===== config.mk =====
export PLATFORM = sky130hd
export DESIGN_NAME = mem_access_unit
export DESIGN_NICKNAME = d
export VERILOG_FILES = /design/src/rtl/mem_access_unit.sv
export SDC_FILE = /design/constraint.sdc
export NUM_CORES = 1
export LEC_CHECK = 0
export CELL_PAD_IN_SITES_DETAIL_PLACEMENT = 1
export CELL_PAD_IN_SITES_GLOBAL_PLACEMENT = 1
export CORE_MARGIN = 2
export CORE_UTILIZATION = 27
export DETAILED_ROUTE_END_ITERATION = 7
export PLACE_DENSITY = 0.95
export SETUP_SLACK_MARGIN = 0.4
export SLEW_MARGIN = 0
export SYNTH_ARGS = -nofsm -noshare
export SYNTH_HDL_FRONTEND = slang
export SYNTH_SLANG_ARGS = --single-unit

===== constraint.sdc =====
create_clock -name clk -period 3.2 [get_ports clk]
set_input_delay 0.64 -clock clk [delete_from_list [all_inputs] [get_ports clk]]
set_output_delay 0.64 -clock clk [all_outputs]
set_load 0.1 [all_outputs]

===== src/rtl/mem_access_unit.sv =====
// Memory-side load/store unit for a word-wide, single-port, synchronous-read RAM.
// Sub-word stores are done as read-modify-write; loads are lane-extracted and extended.
module mem_access_unit #(
  parameter int ADDR_WIDTH = 10
) (
  input  logic                  clk,
  input  logic                  reset,
  input  logic                  MemReq,
  input  logic                  MemW,
  input  logic [3:0]            ByteEn,
  input  logic [31:0]           Addr,
  input  logic [31:0]           WriteData,
  output logic [31:0]           ReadData,
  output logic                  LoadValid,
  output logic                  Stall,
  output logic                  AlignFault,
  output logic [ADDR_WIDTH-1:0] ram_addr,
  output logic                  ram_we,
  output logic [31:0]           ram_wdata,
  input  logic [31:0]           ram_rdata
);

  // Handshake: the pipeline holds MemReq/MemW/ByteEn/Addr/WriteData stable
  // for every cycle Stall is high; the request is consumed in the first
  // cycle that Stall is low (IDLE for single-cycle ops, DONE otherwise).
  typedef enum logic [1:0] {
    IDLE = 2'd0,
    RD   = 2'd1,
    DONE = 2'd2
  } state_t;

  state_t state;
  state_t state_nxt;

  logic        is_byte;
  logic        is_half;
  logic        misaligned;
  logic [7:0]  rd_byte;
  logic [15:0] rd_half;
  logic [31:0] load_ext;
  logic [31:0] store_merge;
  logic        we_raw;
  logic        fault_set;
  logic        load_cap;
  logic        addr_unused;

  assign addr_unused = ^Addr[31:ADDR_WIDTH+2];
  assign ram_addr    = Addr[ADDR_WIDTH+1:2];

  // Any size code other than byte/halfword behaves as a full word.
  always_comb begin
    is_byte    = (ByteEn[2:0] == 3'b001);
    is_half    = (ByteEn[2:0] == 3'b011);
    misaligned = 1'b0;
    if (is_half)
      misaligned = Addr[0];
    else if (!is_byte)
      misaligned = (Addr[1:0] != 2'b00);
  end

  always_comb begin
    rd_byte = 8'h00;
    case (Addr[1:0])
      2'd0:    rd_byte = ram_rdata[7:0];
      2'd1:    rd_byte = ram_rdata[15:8];
      2'd2:    rd_byte = ram_rdata[23:16];
      default: rd_byte = ram_rdata[31:24];
    endcase
    rd_half = Addr[1] ? ram_rdata[31:16] : ram_rdata[15:0];

    if (is_byte)
      load_ext = {{24{ByteEn[3] & rd_byte[7]}}, rd_byte};
    else if (is_half)
      load_ext = {{16{ByteEn[3] & rd_half[15]}}, rd_half};
    else
      load_ext = ram_rdata;
  end

  // Replace only the addressed lane of the word just read back.
  always_comb begin
    store_merge = ram_rdata;
    if (is_byte) begin
      case (Addr[1:0])
        2'd0:    store_merge[7:0]   = WriteData[7:0];
        2'd1:    store_merge[15:8]  = WriteData[7:0];
        2'd2:    store_merge[23:16] = WriteData[7:0];
        default: store_merge[31:24] = WriteData[7:0];
      endcase
    end else if (is_half) begin
      if (Addr[1])
        store_merge[31:16] = WriteData[15:0];
      else
        store_merge[15:0]  = WriteData[15:0];
    end else begin
      store_merge = WriteData;
    end
  end

  always_comb begin
    state_nxt = state;
    Stall     = 1'b0;
    we_raw    = 1'b0;
    ram_wdata = WriteData;
    fault_set = 1'b0;
    load_cap  = 1'b0;
    case (state)
      IDLE: begin
        if (MemReq) begin
          if (misaligned) begin
            fault_set = 1'b1;
          end else if (MemW && !is_byte && !is_half) begin
            we_raw = 1'b1;
          end else begin
            Stall     = 1'b1;
            state_nxt = RD;
          end
        end
      end
      RD: begin
        Stall     = 1'b1;
        state_nxt = DONE;
        if (MemW) begin
          we_raw    = 1'b1;
          ram_wdata = store_merge;
        end else begin
          load_cap = 1'b1;
        end
      end
      DONE: begin
        // Inputs still show the finished request; it must not be reissued.
        state_nxt = IDLE;
      end
      default: begin
        state_nxt = IDLE;
      end
    endcase
  end

  // Reset gates the strobe combinationally so an abandoned RMW never writes.
  assign ram_we = we_raw & reset;

  always_ff @(posedge clk) begin
    if (!reset) begin
      state      <= IDLE;
      ReadData   <= 32'h0;
      LoadValid  <= 1'b0;
      AlignFault <= 1'b0;
    end else begin
      state      <= state_nxt;
      AlignFault <= fault_set;
      LoadValid  <= (fault_set & ~MemW) | load_cap;
      if (fault_set && !MemW)
        ReadData <= 32'h0;
      else if (load_cap)
        ReadData <= load_ext;
    end
  end

endmodule


==> reports/results.ini, run 1 <==
[floorplan]
pin_count=182
rows=37
die_area_mm2=0.0116
die_x_um=108
core_area_mm2=0.0104
initial_core_util=0.280
fp.dieH_um=108

[sta]
clock.fmax_mhz=359
hold_viol_final=0
timing.final.crit_period_ps=2790
rsz0062_at_grt=false
setup_tns_ps=0
finalCritPeriodShare=0.871
skew_ps=6.35
finalMaxSlewViolations=0
relSlewSlack=0.324
setup_violations=0
tightestPinTransition_ps=1010

[global_route]
met3_usage=0.0478
grtUsageMet2=0.472
grt_util_all_layers=0.251
grt_max_degree=34
overflow=0
busiest_layer=met2
antenna_found_initial=0
use_met1=0.281
first_global_vias=3935
grt_pass1_wl_um=22100

[clock_network]
cts_hold_buf=0
clock_sink_count=36
root_buffer=clkbuf_8
h-tree-depth=2
cts_tree=built
numCtsBuffers=5
clock_latency_ps=320
clock_path_buffers=2
path_clk_slew_ps=90

[power_and_ir_drop]
p_leak_nw=2.06
p_per_area_mw_per_mm2=328
power_mw=1.66
peakVddDrop_mv=0.151

[critical_path]
arrival_ps=2150
critPathMaxFanout=9
cp.required_ps=2560
slowest_stage=clkdlybuf4s15_2
cp-end-kind=output pin
start_kind=primary input
path_cells=clkdlybuf4s15_2, nor2b_2, buf_4, a22o_1, a22oi_1, o21ai_4, buf_12
path_delay_family=buffers and inverters
cp_slowest_stage_delay_ps=320
reg2reg_depth=3
path_depth=7
critical_path_class=in2out
path_buf_inv=3
r2r_slack_ps=1090

[synth]
synth_xor_area_frac=0
avgSynthCellArea_um2=7.67
synthSimpleGateAreaFrac=0.247
ys.flop_type=dfxtp_1
synthAdderAreaFrac=0
synth_compound_area_frac=0.322
netlist_area_mm2=0.00290
synth_seq_cells=36
synthArstFlopShare=0
yosysWarnings=0
synth_fp_nets=482
synth_mux_area_frac=0.0967
syn-instance-count=378
synth_top_family_by_area=compound AO/OA/AOI/OAI gates
synthDistinctLibCells=43
synth-edff-count=0
ys_seq_area_frac=0.249

[drt]
dr.first_iter.drc_count=265
detail-route-antenna-nets=0
routed_via_density=5.69
vias=3649
wl_per_cell_um=22.9
drc_errors=0
drt_first_pass_iters=5
wirelength_um=14700

[finish]
nFillCells=1175
antenna_cells=0
seqCellArea_um2=721
syn2layout_area_growth_pct=74.6
layout.nets=608
multi_input_area_mm2=0.00217
fin_area_mm2=0.00506
drive_gt1_frac=0.331

[worst_hold_path]
holdPathStages=2
hold_class=reg2reg

[placed_design]
gp_congestion=0.941
dp_hpwl_um=10900
port_buffers=141
dpl_cell_area_mm2=0.00480

[job]
timing.max_cap.violations=0

[run_status]
status=finished, final reports clean

-- stage by stage --
stage	util	instances	setup slack [ps]	hold WS, ps
after floorplan	-	378	206	556
after global placement	0.463	630	99.3	463
after detailed placement	0.463	630	70.9	467
after CTS	0.487	641	406	486
after global routing	0.488	641	369	518
final	0.488	641	413	489
-- cells in the final DEF (no fill, tap or decap), types with 5 or more instances in the layout --
| cell type | instances |
|---|---|
| o21ai_2 | 13 |
| nor2b_1 | 9 |
| o221ai_1 | 7 |
| a22o_1 | 8 |
| o21ai_0 | 9 |
| a22oi_1 | 8 |
| o22ai_1 | 7 |
| a311oi_1 | 7 |
| and3b_1 | 7 |
| a21oi_2 | 8 |
| mux2i_1 | 17 |
| nor2_1 | 29 |
| buf_12 | 38 |
| a22o_2 | 8 |
| clkdlybuf4s50_1 | 68 |
| buf_4 | 50 |
| clkbuf_8 | 5 |
| o21ai_4 | 7 |
| nand3_1 | 8 |
| a211oi_2 | 7 |
| nand2_1 | 50 |
| and3_1 | 7 |
| a211oi_1 | 17 |
| dfxtp_1 | 36 |
| mux2_4 | 8 |
| a21oi_1 | 17 |
| nand2b_1 | 12 |
-- what timing repair did --
action	4_1_cts	5_1_grt
setup buffers	2	0
endpoints found under the setup margin	34	19
cloned	1	0
pin swaps	1	0
gates resized for setup	27	6
-- cell families (layout without fill, tap and decap cells) --
logic type,count (synthesis),after routing
AO/OA/AOI/OAI,129,129
AND/OR/NAND/NOR,143,143
flip-flops,36,36
multiplexers,27,27
buffers and inverters,43,170
-- per-layer routing --
metal,vias up,share of wire
met5,-,0
met4,0,0.029
met3,40,0.085
met2,197,0.53
met1,1779,0.36
li1,1633,-
-- cell usage after synthesis (8+ instances only) --
library cell  number  area [µm²]
a211oi_1          17         128
a21oi_1           18        90.1
a22o_1            16         140
a22oi_1            8        60.1
and3_1             8        50.1
buf_2              8        40.0
buf_4             18         135
clkbuf_1          16        60.1
dfxtp_1           36         721
mux2_2             8        90.1
mux2i_1           19         190
nand2_1           51         191
nand2b_1          12        75.1
nand3_1            9        45.0
nor2_1            29         109
nor2b_1           11        68.8
o21ai_0           27         135
-- layout make-up --
cell class,instances,area share
clock buffers,5,0.0136
clock inverters,3,0.00841
multi-input cells,299,0.428
flip-flops and latches,36,0.142
well taps,136,0.0336
repair buffers,162,0.374
-- worst min-delay path: stages, from the launching register on --
cell     delay [ps]
dfxtp_1         330
nand2_1          60
a21oi_1          60
-- sequential cells by signal, indices dropped and copies added (netlist names) --
register / cells
ReadData: 32
LoadValid: 1
state: 2
AlignFault: 1
-- path summary, 6_finish.rpt --
| path | endpoint | from |
|---|---|---|
| worst max-delay path | ram_wdata[27] | Addr[0] |
| worst min-delay path | ReadData[7]$_SDFFE_PP0P_ | ReadData[7]$_SDFFE_PP0P_ |
| worst max register to register | ReadData[24]$_SDFFE_PP0P_ | state[0]$_SDFFE_PN0P_ |
| worst min register to register | ReadData[7]$_SDFFE_PP0P_ | ReadData[7]$_SDFFE_PP0P_ |
-- power by group --
part           internal [mW]  switching, mW
combinational          0.288          0.478
clock                  0.231          0.202
sequential             0.457        0.00653
total                  0.976          0.686
Power figures use the tool's default switching activity.
==> run 2, diff against run 1 <==
- PLACE_DENSITY: 0.95 -> default
- PLACE_DENSITY_LB_ADDON: default -> 0.08
==> run 2 against run 1 <==
Compared with the run above:
- register-to-register slack improved by 160 ps
- via count decreased by 3.5%
- final cell count increased by 0.47%
- maximum frequency decreased by 0.76%
- core utilization increased by 1.7 points
- wire length decreased by 4.5%
- total power decreased by 0.55%
- critical path type unchanged
- largest cell class unchanged
==> reports/results.ini, run 2 (synthesis results as in run 1) <==
[run_status]
status=finished, final reports clean

[global_route]
grtUsageMet2=0.413  ; -0.0588
use_met1=0.302  ; +0.0209
first_global_vias=3604  ; -8.4%
antenna_found_initial=0  ; unchanged
busiest_layer=met2
overflow=0  ; unchanged
met3_usage=0.0351  ; -0.0127
grt_util_all_layers=0.239  ; -0.0116
grt_max_degree=34  ; unchanged
grt_pass1_wl_um=21000  ; -5.1%

[finish]
post-route-util=0.505  ; +0.0173
syn2layout_area_growth_pct=80.8
layout.nets=611  ; +0.49%
fin_area_mm2=0.00524  ; +3.5%
antenna_cells=0  ; unchanged
final_common_cell=clkdlybuf4s50_1
drive_gt1_frac=0.341  ; +0.00986
reg.largest.list=ReadData (32), state (2)
layout.cells.non_filler=644  ; +0.47%
largest_reg_flops=32  ; unchanged
top_register=ReadData
final_cell_mix=67 x clkdlybuf4s50_1, 51 x buf_4, 49 x nand2_1

[clock_network]
clock_sink_count=36  ; unchanged
clock_latency_ps=290  ; -30 ps
path_clk_slew_ps=80  ; about the same
clock_path_buffers=2  ; unchanged
h-tree-depth=2  ; unchanged
cts_tree=built
root_buffer=clkbuf_8
numCtsBuffers=5  ; unchanged

[sta]
tightestPinTransition_ps=996  ; -14.9 ps
relSlewSlack=0.334  ; +0.00996
setup_tns_ps=0  ; unchanged
fin_hold_ws_ps=497  ; +8.28 ps
rsz0062_at_grt=true
timing.final.crit_period_ps=2810  ; +21.3 ps
setup_violations=0  ; unchanged
finalMaxSlewViolations=0  ; unchanged
skew_ps=10.3  ; +3.95 ps
hold_viol_final=0  ; unchanged
clock.fmax_mhz=356  ; -0.76%
finalCritPeriodShare=0.878  ; +0.00665
layout_setup_ws_ps=392  ; -21.3 ps

[drt]
dr.first_iter.drc_count=194  ; -27%
wl_per_cell_um=21.8  ; -4.9%
drt_first_pass_iters=7  ; +2
routed_via_density=5.47  ; -4.0%
detail-route-antenna-nets=0  ; unchanged
vias=3521  ; -3.5%
drc_errors=0  ; unchanged
wirelength_um=14000  ; -4.5%

[critical_path]
crit_top_cell=buf_12
start_kind=primary input
cp_slowest_stage_delay_ps=380  ; +60 ps
path_cells=dlygate4sd2_1, buf_4, nand2b_1, nand2_4, buf_12, mux2i_4, o21ai_4, buf_12
cp.required_ps=2560  ; about the same
critPathMaxFanout=8  ; -1
slowest_stage=dlygate4sd2_1
critical_path_class=in2out
arrival_ps=2170  ; +20 ps
cp-end-kind=output pin

[power_and_ir_drop]
power_mw=1.65  ; -0.55%
peakVddDrop_mv=0.181  ; +19%
p_per_area_mw_per_mm2=315  ; -3.9%
p_leak_nw=2.09  ; +1.4%

[floorplan]
core_area_mm2=0.0104  ; unchanged
initial_core_util=0.280  ; unchanged
rows=37  ; unchanged
die_x_um=108  ; unchanged
pin_count=182  ; unchanged
fp.dieH_um=108  ; unchanged
die_area_mm2=0.0116  ; unchanged

[placed_design]
dp_hpwl_um=10300  ; -5.7%
dpl_worst_slack_ps=25.9  ; -45.1 ps
dpl_cell_area_mm2=0.00478  ; -0.36%
gp_congestion=0.826  ; -12%
port_buffers=141  ; unchanged
dp_cells=631  ; +0.16%

[worst_hold_path]
hold_class=reg2reg

[job]
timing.max_cap.violations=0  ; unchanged

-- run 2: what timing repair did --
| action | 4_1_cts | 5_1_grt |
|---|---|---|
| setup buffers | 0 | 2 |
| hold buffers | 0 | 0 |
| gates cloned | 3 | 0 |
| resized for setup | 47 | 12 |
| endpoints found under the setup margin | 33 | 17 |
-- run 2: critical path, delay by kind of cell --
family | cells | cell delay (ps)
buffers and inverters | 4 | 930
AND/OR/NAND/NOR | 2 | 220
AO/OA/AOI/OAI | 1 | 80
multiplexers | 1 | 280
-- run 2: area by class of cell --
| type | count | area (µm²) |
|---|---|---|
| multi-input cells | 299 | 2310 |
| well taps | 136 | 170 |
| fillers | 1189 | 5130 |
| clock inverters | 2 | 35.0 |
| repair buffers | 165 | 1930 |
| flip-flops and latches | 36 | 721 |
| clock buffers | 6 | 72.6 |
-- run 2: worst paths after layout --
kind | startpoint | end | slack, ps | cells after the start
worst max register to register | state[0]$_SDFFE_PN0P_ | ReadData[26]$_SDFFE_PP0P_ | 1250 | 3
worst max-delay path | Addr[0] | ram_wdata[21] | 390 | 8
worst min register to register | ReadData[7]$_SDFFE_PP0P_ | ReadData[7]$_SDFFE_PP0P_ | 500 | 2
worst min-delay path | ReadData[7]$_SDFFE_PP0P_ | ReadData[7]$_SDFFE_PP0P_ | 500 | 2
-- run 2: layer usage --
| layer | vias up | routed length, µm |
|---|---|---|
| met3 | 30 | 891 |
| met2 | 142 | 6940 |
| met5 | - | 0 |
| met4 | 0 | 467 |
| met1 | 1702 | 5720 |
| li1 | 1647 | - |
-- run 2: power by group --
part	internal, mW	total [mW]	switching [mW]
Clock	0.232	0.409	0.178
Sequential	0.457	0.463	0.00608
Combinational	0.297	0.780	0.483
Total	0.986	1.65	0.667
==> run 3, diff against run 2 <==
- REMOVE_ABC_BUFFERS: default -> 1
==> run 3 against run 2 <==
Compared with the run above:
- critical path depth is 2 lower
- sequential power hardly changed
- register-to-register slack worse by 90 ps
- critical path type unchanged
- clock-buffer cell count stayed put
- clock skew is 7.7 ps lower
- non-clock buffer count is 5 higher
==> reports/results.ini, run 3 (synthesis results as in run 1) <==
[sta]
setup_violations=0  ; unchanged
hold_viol_final=0  ; unchanged
finalCritPeriodShare=0.858  ; -0.0193
tightestPinTransition_ps=1100  ; +104 ps
clock.fmax_mhz=364  ; +2.2%
timing.final.crit_period_ps=2750  ; -61.7 ps
finalMaxSlewViolations=0  ; unchanged
rsz0062_at_grt=false
skew_ps=2.63  ; -7.67 ps
relSlewSlack=0.264  ; -0.0693

[finish]
reg.largest.list=ReadData (32), state (2)
syn2layout_area_growth_pct=69.3
largest_reg_flops=32  ; unchanged
final_cell_mix=68 x clkdlybuf4s50_1, 58 x buf_4, 50 x nand2_1
top_register=ReadData
post-route-util=0.473  ; -0.0321
drive_gt1_frac=0.287  ; -0.0534
antenna_cells=0  ; unchanged
final_common_cell=clkdlybuf4s50_1
layout.nets=616  ; +0.82%

[placed_design]
dp_hpwl_um=9870  ; -4.1%
gp_congestion=0.814  ; -1.4%
port_buffers=141  ; unchanged

[power_and_ir_drop]
clkPwrFrac=0.207  ; -0.041
peakVddDrop_mv=0.157  ; -13%
power_mw=1.51  ; -8.8%
p_per_area_mw_per_mm2=307  ; -2.6%
p_switching_mw=0.621  ; -6.9%
p_sw_frac=0.412  ; +0.00820
comb_power_share=0.486  ; +0.014
seqPwrFrac=0.307  ; +0.027
p_leak_nw=2.02  ; -3.6%
p_int_mw=0.887  ; -10%

[critical_path]
critical_path_class=in2out
start_kind=primary input
r2r_slack_ps=1160  ; -90 ps
arrival_ps=2110  ; -60 ps
critPathMaxFanout=3  ; -5
cp.required_ps=2560  ; about the same
cp-end-kind=output pin

[floorplan]
core_area_mm2=0.0104  ; unchanged
die_x_um=108  ; unchanged
initial_core_util=0.280  ; unchanged
rows=37  ; unchanged
die_area_mm2=0.0116  ; unchanged
fp.dieH_um=108  ; unchanged
pin_count=182  ; unchanged

[drt]
wl_per_cell_um=20.3  ; -6.7%
drc_errors=0  ; unchanged
dr.first_iter.drc_count=112  ; -42%
detail-route-antenna-nets=0  ; unchanged
vias=3491  ; -0.85%
drt_first_pass_iters=4  ; -3
routed_via_density=5.39  ; -1.5%
wirelength_um=13200  ; -6.1%

[clock_network]
clock_latency_ps=290  ; about the same
cts_hold_buf=0  ; unchanged
clock_sink_count=36  ; unchanged
numCtsBuffers=5  ; unchanged
h-tree-depth=2  ; unchanged
clock_path_buffers=2  ; unchanged
cts_tree=built
path_clk_slew_ps=70  ; about the same
root_buffer=clkbuf_8

[global_route]
first_global_vias=3674  ; +1.9%
grt_util_all_layers=0.227  ; -0.0122
overflow=0  ; unchanged
grt_pass1_wl_um=20400  ; -2.8%
antenna_found_initial=0  ; unchanged
grt_max_degree=33  ; -2.9%

[run_status]
status=finished, final reports clean

[job]
timing.max_cap.violations=0  ; unchanged

[worst_hold_path]
hold_class=reg2reg

## run 3: changes by cell type in the layout (fill, tap and decap cells not counted), moves of 2 or more
cell     delta
o21ai_4    -17
o21ai_1    +12
a22o_1      +8
a22o_2      -8
mux2_2      +8
mux2_4      -8
buf_4       +7
mux2i_1     +7
o21ai_2     +7
mux2i_4     -5
buf_16      -3
mux2i_2     -2
o21ai_0     -2
## run 3: per-layer routing
metal / share of wire / track usage
met5: 0 / 0
met4: 0.010 / 0.0476
met1: 0.42 / 0.288
met2: 0.51 / 0.392
met3: 0.062 / 0.0527
## run 3: per-stage QoR
stage                     cell area (µm²)  worst slack (ps)  instances  hold WS [ps]  TNS, ps
after global placement               4700               133        636           443        0
after detailed placement             4700              63.1        636           454        0
final                                4910               454        648           462        0
after global routing                 4910               412        648           506        0
after CTS                            4910               456        648           465        0
after floorplan                      2650             -1280        335           556   -20540
## run 3: final cells by class
cell class | instances | area (µm²)
clock buffers | 6 | 72.6
multi-input cells | 299 | 2000
well taps | 136 | 170
flip-flops and latches | 36 | 721
fillers | 1235 | 5460
repair buffers | 170 | 1940
clock inverters | 1 | 5.00
## run 3: power by group through the flow
| stage | Clock (mW) | Combinational (mW) | Sequential, mW |
|---|---|---|---|
| 6_report | 0.312 | 0.733 | 0.463 |
| 5_1_grt | 0.344 | 0.769 | 0.464 |
| 4_1_cts | 0.325 | 0.735 | 0.463 |
| 3_5_place_dp | 0 | 0.717 | 0.473 |
| 3_3_place_gp | 0 | 0.707 | 0.473 |
| 2_1_floorplan | 0 | 0.319 | 0.537 |
## run 3: final timing paths
check | start | to | depth (start not counted)
max | MemW | ram_wdata[7] | 6
min | ReadData[7]$_SDFFE_PP0P_ | ReadData[7]$_SDFFE_PP0P_ | 2
max reg2reg | state[0]$_SDFFE_PN0P_ | ReadData[28]$_SDFFE_PP0P_ | 3
min reg2reg | ReadData[7]$_SDFFE_PP0P_ | ReadData[7]$_SDFFE_PP0P_ | 2
## run 3: critical path, cell delays in order
cell and delay, ps:
clkdlybuf4s50_1 520, and3_4 240, o21ai_4 70, buf_4 160
mux2_2 290, buf_12 170
## run 3: timing repair
action	in CTS	in global routing
setup endpoints to repair	34	2
resized for setup	39	1
pin swaps	5	2
gates cloned	1	0
setup buffers	4	0
